File: src/rtl/car_sig_pkg.sv
// ----------------------------------------------------------------------------
// car_sig_pkg
// Shared definitions for the car command UART transmitter:
//   - bit positions of each command inside the transmitted byte
//   - FSM state encoding
//   - default UART bit rate
//   - pack_cmd(): snapshot sanitiser + byte packer
// Optional feature macro used by the users of this package: TX_PARITY_EN.
// ----------------------------------------------------------------------------
package car_sig_pkg;

    localparam int SIG_FWD     = 0;
    localparam int SIG_BWD     = 1;
    localparam int SIG_LEFT    = 2;
    localparam int SIG_RIGHT   = 3;
    localparam int SIG_PLACE   = 4;
    localparam int SIG_DESTROY = 5;

    localparam int DEFAULT_BAUD = 9600;

    typedef enum logic [2:0] {
        ST_IDLE   = 3'd0,
        ST_START  = 3'd1,
        ST_DATA   = 3'd2,
        ST_PARITY = 3'd3,
        ST_STOP   = 3'd4
    } tx_state_e;

    // Opposing commands cancel: if both members of a pair are high, neither
    // is sent. Bits 7:6 are always zero.
    function automatic logic [7:0] pack_cmd(
        input logic fwd,
        input logic bwd,
        input logic left,
        input logic right,
        input logic place,
        input logic destroy
    );
        logic [7:0] b;
        b              = '0;
        b[SIG_FWD]     = fwd & ~bwd;
        b[SIG_BWD]     = bwd & ~fwd;
        b[SIG_LEFT]    = left & ~right;
        b[SIG_RIGHT]   = right & ~left;
        b[SIG_PLACE]   = place & ~destroy;
        b[SIG_DESTROY] = destroy & ~place;
        return b;
    endfunction

endpackage

File: src/rtl/uart_baud_gen.sv
// ----------------------------------------------------------------------------
// uart_baud_gen
// Bit-period timer. Counts 0..BAUD_DIV-1 and wraps; bit_end marks the final
// cycle of each bit period. restart forces the count back to 0 so a frame
// always begins on a clean bit boundary.
// Ports:
//   clk      in   system clock
//   rst      in   synchronous active-high reset
//   restart  in   restart the bit period (count <= 0)
//   bit_end  out  high on the last cycle of each bit period
// ----------------------------------------------------------------------------
module uart_baud_gen #(
    parameter int BAUD_DIV = 10417
) (
    input  logic clk,
    input  logic rst,
    input  logic restart,
    output logic bit_end
);

    localparam int CW = (BAUD_DIV > 1) ? $clog2(BAUD_DIV) : 1;

    logic [CW-1:0] r_cnt;
    logic          w_last;

    assign w_last  = (r_cnt == CW'(BAUD_DIV - 1));
    assign bit_end = w_last;

    always_ff @(posedge clk) begin
        if (rst || restart) begin
            r_cnt <= '0;
        end else if (w_last) begin
            r_cnt <= '0;
        end else begin
            r_cnt <= r_cnt + 1'b1;
        end
    end

endmodule

File: src/rtl/car_signal_tx.sv
// ----------------------------------------------------------------------------
// car_signal_tx
// Periodically snapshots the six motion command strobes, cancels conflicting
// pairs, packs them into a byte and sends it as a UART frame (8N1, or 8E1
// when the TX_PARITY_EN macro is defined).
// Ports:
//   clk                     in   system clock (rising edge)
//   rst                     in   synchronous active-high reset
//   turn_left_signal        in   turn-left command
//   turn_right_signal       in   turn-right command
//   move_forward_signal     in   move-forward command
//   move_backward_signal    in   move-backward command
//   place_barrier_signal    in   place-barrier command
//   destroy_barrier_signal  in   destroy-barrier command
//   tx                      out  UART serial line, idles high
//   busy                    out  high from first start-bit cycle to last stop-bit cycle
//   frame_done              out  pulse on the last stop-bit cycle
// ----------------------------------------------------------------------------
module car_signal_tx
    import car_sig_pkg::*;
#(
    parameter int CLK_FREQ    = 100_000_000,
    parameter int BAUD        = DEFAULT_BAUD,
    parameter int SEND_PERIOD = 1_000_000
) (
    input  logic clk,
    input  logic rst,
    input  logic turn_left_signal,
    input  logic turn_right_signal,
    input  logic move_forward_signal,
    input  logic move_backward_signal,
    input  logic place_barrier_signal,
    input  logic destroy_barrier_signal,
    output logic tx,
    output logic busy,
    output logic frame_done
);

    localparam int BAUD_DIV = CLK_FREQ / BAUD;
    localparam int PW       = (SEND_PERIOD > 1) ? $clog2(SEND_PERIOD) : 1;

    logic [PW-1:0] r_period;
    tx_state_e     r_state;
    logic [7:0]    r_shift;
    logic [2:0]    r_bit_idx;
    logic          r_tx;
    logic          r_busy;
`ifdef TX_PARITY_EN
    logic          r_parity;
`endif

    logic [7:0]    w_byte;
    logic          w_wrap;
    logic          w_snap;
    logic          w_bit_end;

    assign w_byte = pack_cmd(move_forward_signal, move_backward_signal,
                             turn_left_signal, turn_right_signal,
                             place_barrier_signal, destroy_barrier_signal);

    assign w_wrap = (r_period == PW'(SEND_PERIOD - 1));
    // A wrap outside IDLE is simply dropped; no pending-frame flag.
    assign w_snap = w_wrap && (r_state == ST_IDLE);

    // Free-running send-period counter, independent of the FSM.
    always_ff @(posedge clk) begin
        if (rst || w_wrap) begin
            r_period <= '0;
        end else begin
            r_period <= r_period + 1'b1;
        end
    end

    // Restarting on the snapshot cycle aligns the start bit to the frame.
    uart_baud_gen #(
        .BAUD_DIV (BAUD_DIV)
    ) u_baud (
        .clk     (clk),
        .rst     (rst),
        .restart (w_snap),
        .bit_end (w_bit_end)
    );

    // tx is registered one state ahead: each transition loads the level of
    // the bit that the new state will drive.
    always_ff @(posedge clk) begin
        if (rst) begin
            r_state   <= ST_IDLE;
            r_shift   <= '0;
            r_bit_idx <= '0;
            r_tx      <= 1'b1;
            r_busy    <= 1'b0;
`ifdef TX_PARITY_EN
            r_parity  <= 1'b0;
`endif
        end else begin
            case (r_state)
                ST_IDLE: begin
                    if (w_snap) begin
                        r_shift  <= w_byte;
`ifdef TX_PARITY_EN
                        r_parity <= ^w_byte;
`endif
                        r_tx     <= 1'b0;
                        r_busy   <= 1'b1;
                        r_state  <= ST_START;
                    end
                end
                ST_START: begin
                    if (w_bit_end) begin
                        r_tx      <= r_shift[0];
                        r_shift   <= {1'b0, r_shift[7:1]};
                        r_bit_idx <= '0;
                        r_state   <= ST_DATA;
                    end
                end
                ST_DATA: begin
                    if (w_bit_end) begin
                        if (r_bit_idx == 3'd7) begin
`ifdef TX_PARITY_EN
                            r_tx    <= r_parity;
                            r_state <= ST_PARITY;
`else
                            r_tx    <= 1'b1;
                            r_state <= ST_STOP;
`endif
                        end else begin
                            r_tx      <= r_shift[0];
                            r_shift   <= {1'b0, r_shift[7:1]};
                            r_bit_idx <= r_bit_idx + 1'b1;
                        end
                    end
                end
`ifdef TX_PARITY_EN
                ST_PARITY: begin
                    if (w_bit_end) begin
                        r_tx    <= 1'b1;
                        r_state <= ST_STOP;
                    end
                end
`endif
                ST_STOP: begin
                    if (w_bit_end) begin
                        r_busy  <= 1'b0;
                        r_state <= ST_IDLE;
                    end
                end
                default: begin
                    r_tx    <= 1'b1;
                    r_busy  <= 1'b0;
                    r_state <= ST_IDLE;
                end
            endcase
        end
    end

    assign tx         = r_tx;
    assign busy       = r_busy;
    // Decoded from registered state and counter, so it lands exactly on the
    // final stop-bit cycle.
    assign frame_done = (r_state == ST_STOP) && w_bit_end;

endmodule

File: config.mk
export PLATFORM = sky130hd
export DESIGN_NAME = car_signal_tx
export DESIGN_NICKNAME = d
export VERILOG_FILES = /design/src/rtl/car_sig_pkg.sv /design/src/rtl/uart_baud_gen.sv /design/src/rtl/car_signal_tx.sv
export SDC_FILE = /design/constraint.sdc
export NUM_CORES = 1
export LEC_CHECK = 0
export CAP_MARGIN = 20
export CELL_PAD_IN_SITES_DETAIL_PLACEMENT = 1
export CELL_PAD_IN_SITES_GLOBAL_PLACEMENT = 1
export CORE_MARGIN = 1.5
export CORE_UTILIZATION = 46
export DETAILED_ROUTE_END_ITERATION = 10
export GPL_ROUTABILITY_DRIVEN = 0
export PLACE_DENSITY_LB_ADDON = 0.25
export SETUP_SLACK_MARGIN = 0.2
export SKIP_CTS_REPAIR_TIMING = 1
export SYNTH_ARGS = -nofsm -noshare
export SYNTH_HDL_FRONTEND = slang
export SYNTH_SLANG_ARGS = --single-unit
File: constraint.sdc
create_clock -name clk -period 2.7 [get_ports clk]
set_input_delay 0.54 -clock clk [delete_from_list [all_inputs] [get_ports clk]]
set_output_delay 0.54 -clock clk [all_outputs]
set_load 0.05 [all_outputs]
==> results.toml, run 1 <==
[status]
status = "finished, final reports clean"

[logic_synthesis]
netlist.area_leader.share_pct = 41.60
syn_avg_cell_area_um2 = 8.987
synth-adder-area-share_pct = 2.167
synth-edff-count = 0
synthArstFlopShare_pct = 0
yosysWarnings = 0
synth_mux_area_share_pct = 1.300
synth_area_um2 = 2310
synth_top_area_cell = "dfxtp_1"
synthTopCellsByArea = "dfxtp_1 42%, nor2_1 7.6%, xor2_1 6.4%, xnor2_1 4.9%, a21oi_1 3.9%"
synth_compound_area_share_pct = 9.859
synth_seq_cells = 48
ys_seq_area_share_pct = 41.60
syn_nets = 269
synthFlopType = "dfxtp_1"
yosysUniqueCellTypes = 47
synth_xor_area_share_pct = 11.38
synth_top_family_by_area = "simple AND/OR/NAND/NOR gates"
synthSimpleGateAreaFrac_pct = 29.04
synth_cells = 257

[sta]
post-route-min-period_ns = 2.319
rsz0062_at_grt = "no"
setup_slack_ns = 0.3814
relSlewSlack_pct = 60.27
setup_viol = 0
hold_viol_final = 0
max_clock_freq_mhz = 431.3
slew_viol_final = 0
skew_ns = 0.007246
final.period_utilization_pct = 85.88
tightest_slew_ns = 0.5905
final.setup.tns_ns = 0

[worst_setup_path]
startpoint_type = "register"
worstSetupPathType = "reg2out"
end_kind = "primary output"
cpLargestDelayFamily = "simple AND/OR/NAND/NOR gates"
path_cells = "ha_1 -> and4_1 -> nand4_2 -> nor2_1 -> buf_4"
required_ns = 2.16
arrival_ns = 1.78
crit_path_max_incr_delay_ns = 0.36
cp_slowest_cell = "dfxtp_1"
path_max_fanout = 8
worst-path-buf-inv = 1

[final_layout]
area_growth_pct = 8.017
antenna_cells = 0
layout_commonest_cell = "dfxtp_1"
drive_gt1_share_pct = 8.333
final_util_pct = 52.13
final_design_area_no_fill_um2 = 2495
fin_cells = 331
mostFrequentLayoutCells = "48 x dfxtp_1, 47 x nor2_1, 18 x a21oi_1"
nFillCells = 586
nets = 276

[route]
drt_wl_total_mm = 4.331
wl_per_cell_um = 13.08
drt_iter0_drc = 67
drt-vias-per-instance = 5.356
dr.pass1.iters = 4
drc = 0
ant_nets = 0
via_count = 1773

[cts]
numCtsBuffers = 5
clk_pin_slew_ns = 0.08
clockBufferDepth = 2
clk_latency_ns = 0.30
cts.sinks = 48
cts_root_buffer = "clkbuf_8"
h-tree-depth = 2
cts_tree = "yes"

[placed_design]
post-dp-hpwl_mm = 3.110
place_area_um2 = 2417
dp_cells = 324
numPortBuffers = 10
dp_slack_ns = 0.5340

[power_and_ir_drop]
power_switching_w = 0.0002630
p_leak_nw = 0.9160
clockPowerShare_pct = 34.8
internal-power_w = 0.0009139
switching_share_pct = 22.34
p_per_area_nw_per_um2 = 471.7
pwr-share-seq_pct = 61.3
max-vdd-ir-drop_uv = 242.5
comb_power_share_pct = 3.9

[floorplan]
fp.dieArea_um2 = 5455
die_w_um = 73.86
fp.dieH_um = 73.86
core_region_area_um2 = 4786
std_cell_rows = 25
pin_count = 11
start_util_pct = 48.26

[grt]
grt.overflow.total = 0
grt_first_pass_wirelength_mm = 7.624
grt_pass1_vias = 1742
grt_max_degree = 21
globalRouteTotalUtil_pct = 18.02
antenna_found_initial = 0

[min_path]
hp-class = "reg2reg"

[flow_run]
cap_violations = 0
-- cells in the mapped netlist, types with 2 or more instances --
| library cell | instances |
|---|---|
| buf_2 | 2 |
| nand4_1 | 7 |
| nor4_1 | 2 |
| nand3_1 | 15 |
| nand2_1 | 12 |
| xnor2_1 | 13 |
| and3_1 | 3 |
| nor3b_1 | 8 |
| nor3_1 | 2 |
| buf_4 | 2 |
| xor2_1 | 17 |
| nand2b_1 | 2 |
| clkbuf_1 | 2 |
| buf_6 | 3 |
| nor2_1 | 47 |
| mux2i_1 | 3 |
| a211oi_1 | 8 |
| ha_1 | 4 |
| o21ai_0 | 3 |
| dfxtp_1 | 48 |
| and2_1 | 4 |
| nor4b_1 | 2 |
| a21oi_1 | 18 |
| inv_1 | 5 |
| or3_1 | 2 |
| and4_1 | 2 |
-- metrics by stage --
stage          power [W]  hold WS [ns]
6_report        0.001177        0.4540
5_1_grt         0.001230        0.4801
4_1_cts         0.001200        0.4606
3_5_place_dp   0.0007855        0.4444
3_3_place_gp   0.0007841        0.4245
2_1_floorplan  0.0007688        0.4118
-- worst paths after layout --
path / start / end / slack [ns] / cells after the start
min: u_baud.r_cnt[0]$_SDFF_PP0_ / u_baud.r_cnt[0]$_SDFF_PP0_ / 0.45 / 1
min reg2reg: u_baud.r_cnt[0]$_SDFF_PP0_ / u_baud.r_cnt[0]$_SDFF_PP0_ / 0.45 / 1
max reg2reg: r_bit_idx[0]$_SDFFE_PP0P_ / r_shift[5]$_SDFFE_PP0P_ / 0.53 / 7
max: u_baud.r_cnt[0]$_SDFF_PP0_ / frame_done / 0.38 / 5
-- power groups by stage --
stage	Combinational (W)	Clock, W	Sequential (W)
finish	0.0000458	0.000409	0.000722
global route	0.0000522	0.000455	0.000724
CTS	0.0000472	0.000430	0.000722
detailed placement	0.0000468	0	0.000739
global placement	0.0000457	0	0.000738
floorplan	0.0000318	0	0.000737
-- metal layers --
metal,global-route usage [%],part of all wire (%),up-vias
met5,0,0,-
met4,6.173,1.4,0
met3,4.527,2.3,8
li1,-,-,896
met1,22.19,47,856
met2,30.43,49,13
-- registers in the layout, summed over array words and instances, names as in the netlist --
name	flops
r_bit_idx	3
r_period	20
u_baud.r_cnt	14
tx	1
r_shift	6
r_state	3
busy	1
-- layout make-up --
type	instances	area (µm²)	area share, %
clock inverter	1	5.005	0.2006
tap	67	83.83	3.360
clock buffer	6	72.57	2.909
sequential	48	960.9	38.52
inverter	5	18.77	0.7523
timing repair buffer	12	112.6	4.514
multi-input combinational	192	1241	49.75
-- cell families (layout without fill, tap and decap cells) --
family / Yosys count / count (layout)
AND/OR/NAND/NOR: 121 / 121
flip-flops: 48 / 48
AO/OA/AOI/OAI: 34 / 34
XOR/XNOR: 30 / 30
buffers and inverters: 17 / 24
adder cells (fa/ha/maj): 4 / 4
multiplexers: 3 / 3
Power figures use the tool's default switching activity.
==> run 2: changes to the inputs <==
- PLACE_DENSITY_LB_ADDON: 0.25 -> 0.08
==> run 2 against run 1 <==
  * First-iteration DRC count is 33% lower
  * Register-to-register slack better by 0.11 ns
  * Non-clock buffer count is 1 higher
  * Clock power is 33% higher
  * Sequential share of layout area is 0.78 points lower
  * Critical path depth stayed put
  * Final cell count is 0.60% higher
  * Total power is 11% higher
  * Worst hold slack worse by 0.010 ns
  * Wire length is 0.72% higher
  * Clock skew is 0.0013 ns higher
  * Setup slack worse by 0.0056 ns
==> results.toml, run 2 (synthesis results as in run 1) <==
[sta]
relSlewSlack_pct = 61.54
final.period_utilization_pct = 86.08
tightest_slew_ns = 0.5756
post-route-min-period_ns = 2.324
setup_viol = 0
slew_viol_final = 0
skew_ns = 0.008524
hold_viol_final = 0
rsz0062_at_grt = "no"
final.setup.tns_ns = 0
max_clock_freq_mhz = 430.3

[worst_setup_path]
r2r-start = "r_period[0]$_SDFF_PP0_"
cpLargestDelayFamily = "simple AND/OR/NAND/NOR gates"
worst-path-buf-inv = 1
required_ns = 2.16
worstSetupPathType = "reg2out"
arrival_ns = 1.78
reg2reg_to = "r_shift[5]$_SDFFE_PP0P_"
r2r_slack_ns = 0.64
r2r_cells = 5
crit_path_max_incr_delay_ns = 0.35
end_kind = "primary output"
cp_slowest_cell = "dfxtp_1"
startpoint_type = "register"
path_max_fanout = 8
path_cells = "ha_1 -> and4_1 -> nand4_2 -> nor2_1 -> buf_4"

[grt]
grt_first_pass_wirelength_mm = 7.596
globalRouteTotalUtil_pct = 17.70
grt_pass1_vias = 1700
antenna_found_initial = 0
grt_max_degree = 21
grt.overflow.total = 0

[route]
ant_nets = 0
drt_wl_total_mm = 4.362
drt_iter0_drc = 45
via_count = 1753
wl_per_cell_um = 13.10
drt-vias-per-instance = 5.264
drc = 0
dr.pass1.iters = 3

[flow_run]
cap_violations = 0

[placed_design]
numPortBuffers = 10
post-dp-hpwl_mm = 3.119
dp_cells = 325

[min_path]
hp-class = "reg2reg"
min_path_cells = 1
whs_endpoint = "u_baud.r_cnt[0]$_SDFF_PP0_"
min_from = "u_baud.r_cnt[0]$_SDFF_PP0_"

[final_layout]
largestRegisters = "r_period (20), u_baud.r_cnt (14), r_shift (6)"
fin_cells = 333
mostFrequentLayoutCells = "48 x dfxtp_1, 47 x nor2_1, 18 x a21oi_1"
nets = 277
drive_gt1_share_pct = 9.398
final_util_pct = 53.20
regMostFlops = "r_period"
largest_reg_flops = 20
layout_commonest_cell = "dfxtp_1"
area_growth_pct = 10.24
antenna_cells = 0

[cts]
h-tree-depth = 2
clk_latency_ns = 0.30
cts.sinks = 48
clk_pin_slew_ns = 0.09
numCtsBuffers = 5
cts_root_buffer = "clkbuf_8"
cts_tree = "yes"
clockBufferDepth = 2

[floorplan]
pin_count = 11
core_region_area_um2 = 4786
fp.dieH_um = 73.86
fp.dieArea_um2 = 5455
start_util_pct = 48.26
std_cell_rows = 25
die_w_um = 73.86

[power_and_ir_drop]
p_leak_nw = 0.9405
p_per_area_nw_per_um2 = 514.8
max-vdd-ir-drop_uv = 301.8
total_power_w = 0.001311

[status]
status = "finished, final reports clean"
==> run 2: cell types whose count changed in the layout (fill, tap and decap cells not counted), sizes merged <==
cell	change
buf	+1
bufinv	+1
==> run 2: cell type report <==
class | instances | area (µm²)
multi-input cells | 192 | 1241
clock buffers | 6 | 82.58
inverters | 5 | 18.77
fillers | 569 | 2240
well taps | 67 | 83.83
repair buffers | 13 | 120.1
clock inverters | 2 | 38.79
flip-flops and latches | 48 | 960.9
==> run 2: stage by stage <==
stage / area, µm² / hold WS [ns] / setup slack, ns
global placement: 2425 / 0.4255 / 0.6596
floorplan: 2310 / 0.4118 / 0.5078
finish: 2546 / 0.4437 / 0.3758
global route: 2546 / 0.4820 / 0.2227
detailed placement: 2425 / 0.4368 / 0.6312
CTS: 2546 / 0.4508 / 0.3440
==> run 2: power by group <==
group / switching, W / internal, W
clock network: 0.000239 / 0.000303
logic: 0.0000242 / 0.0000226
registers: 0.00000697 / 0.000715
total: 0.000270 / 0.00104
==> run 2: worst max-delay path by stage <==
stage,start,to,cells after the start
2_1_floorplan,u_baud.r_cnt[0]$_SDFF_PP0_,frame_done,4
3_3_place_gp,rst,r_shift[5]$_SDFFE_PP0P_,3
3_5_place_dp,r_period[0]$_SDFF_PP0_,r_period[17]$_SDFF_PP0_,5
4_1_cts,u_baud.r_cnt[0]$_SDFF_PP0_,frame_done,5
5_1_grt,u_baud.r_cnt[0]$_SDFF_PP0_,frame_done,5
6_report,u_baud.r_cnt[0]$_SDFF_PP0_,frame_done,5
==> run 2: per-layer routing <==
| layer | vias to the layer above | global-route usage (%) | part of all wire, % |
|---|---|---|---|
| li1 | 903 | - | - |
| met1 | 834 | 23.38 | 51 |
| met5 | - | 0 | 0 |
| met4 | 0 | 4.938 | 0.85 |
| met3 | 4 | 4.115 | 1.9 |
| met2 | 12 | 28.83 | 47 |
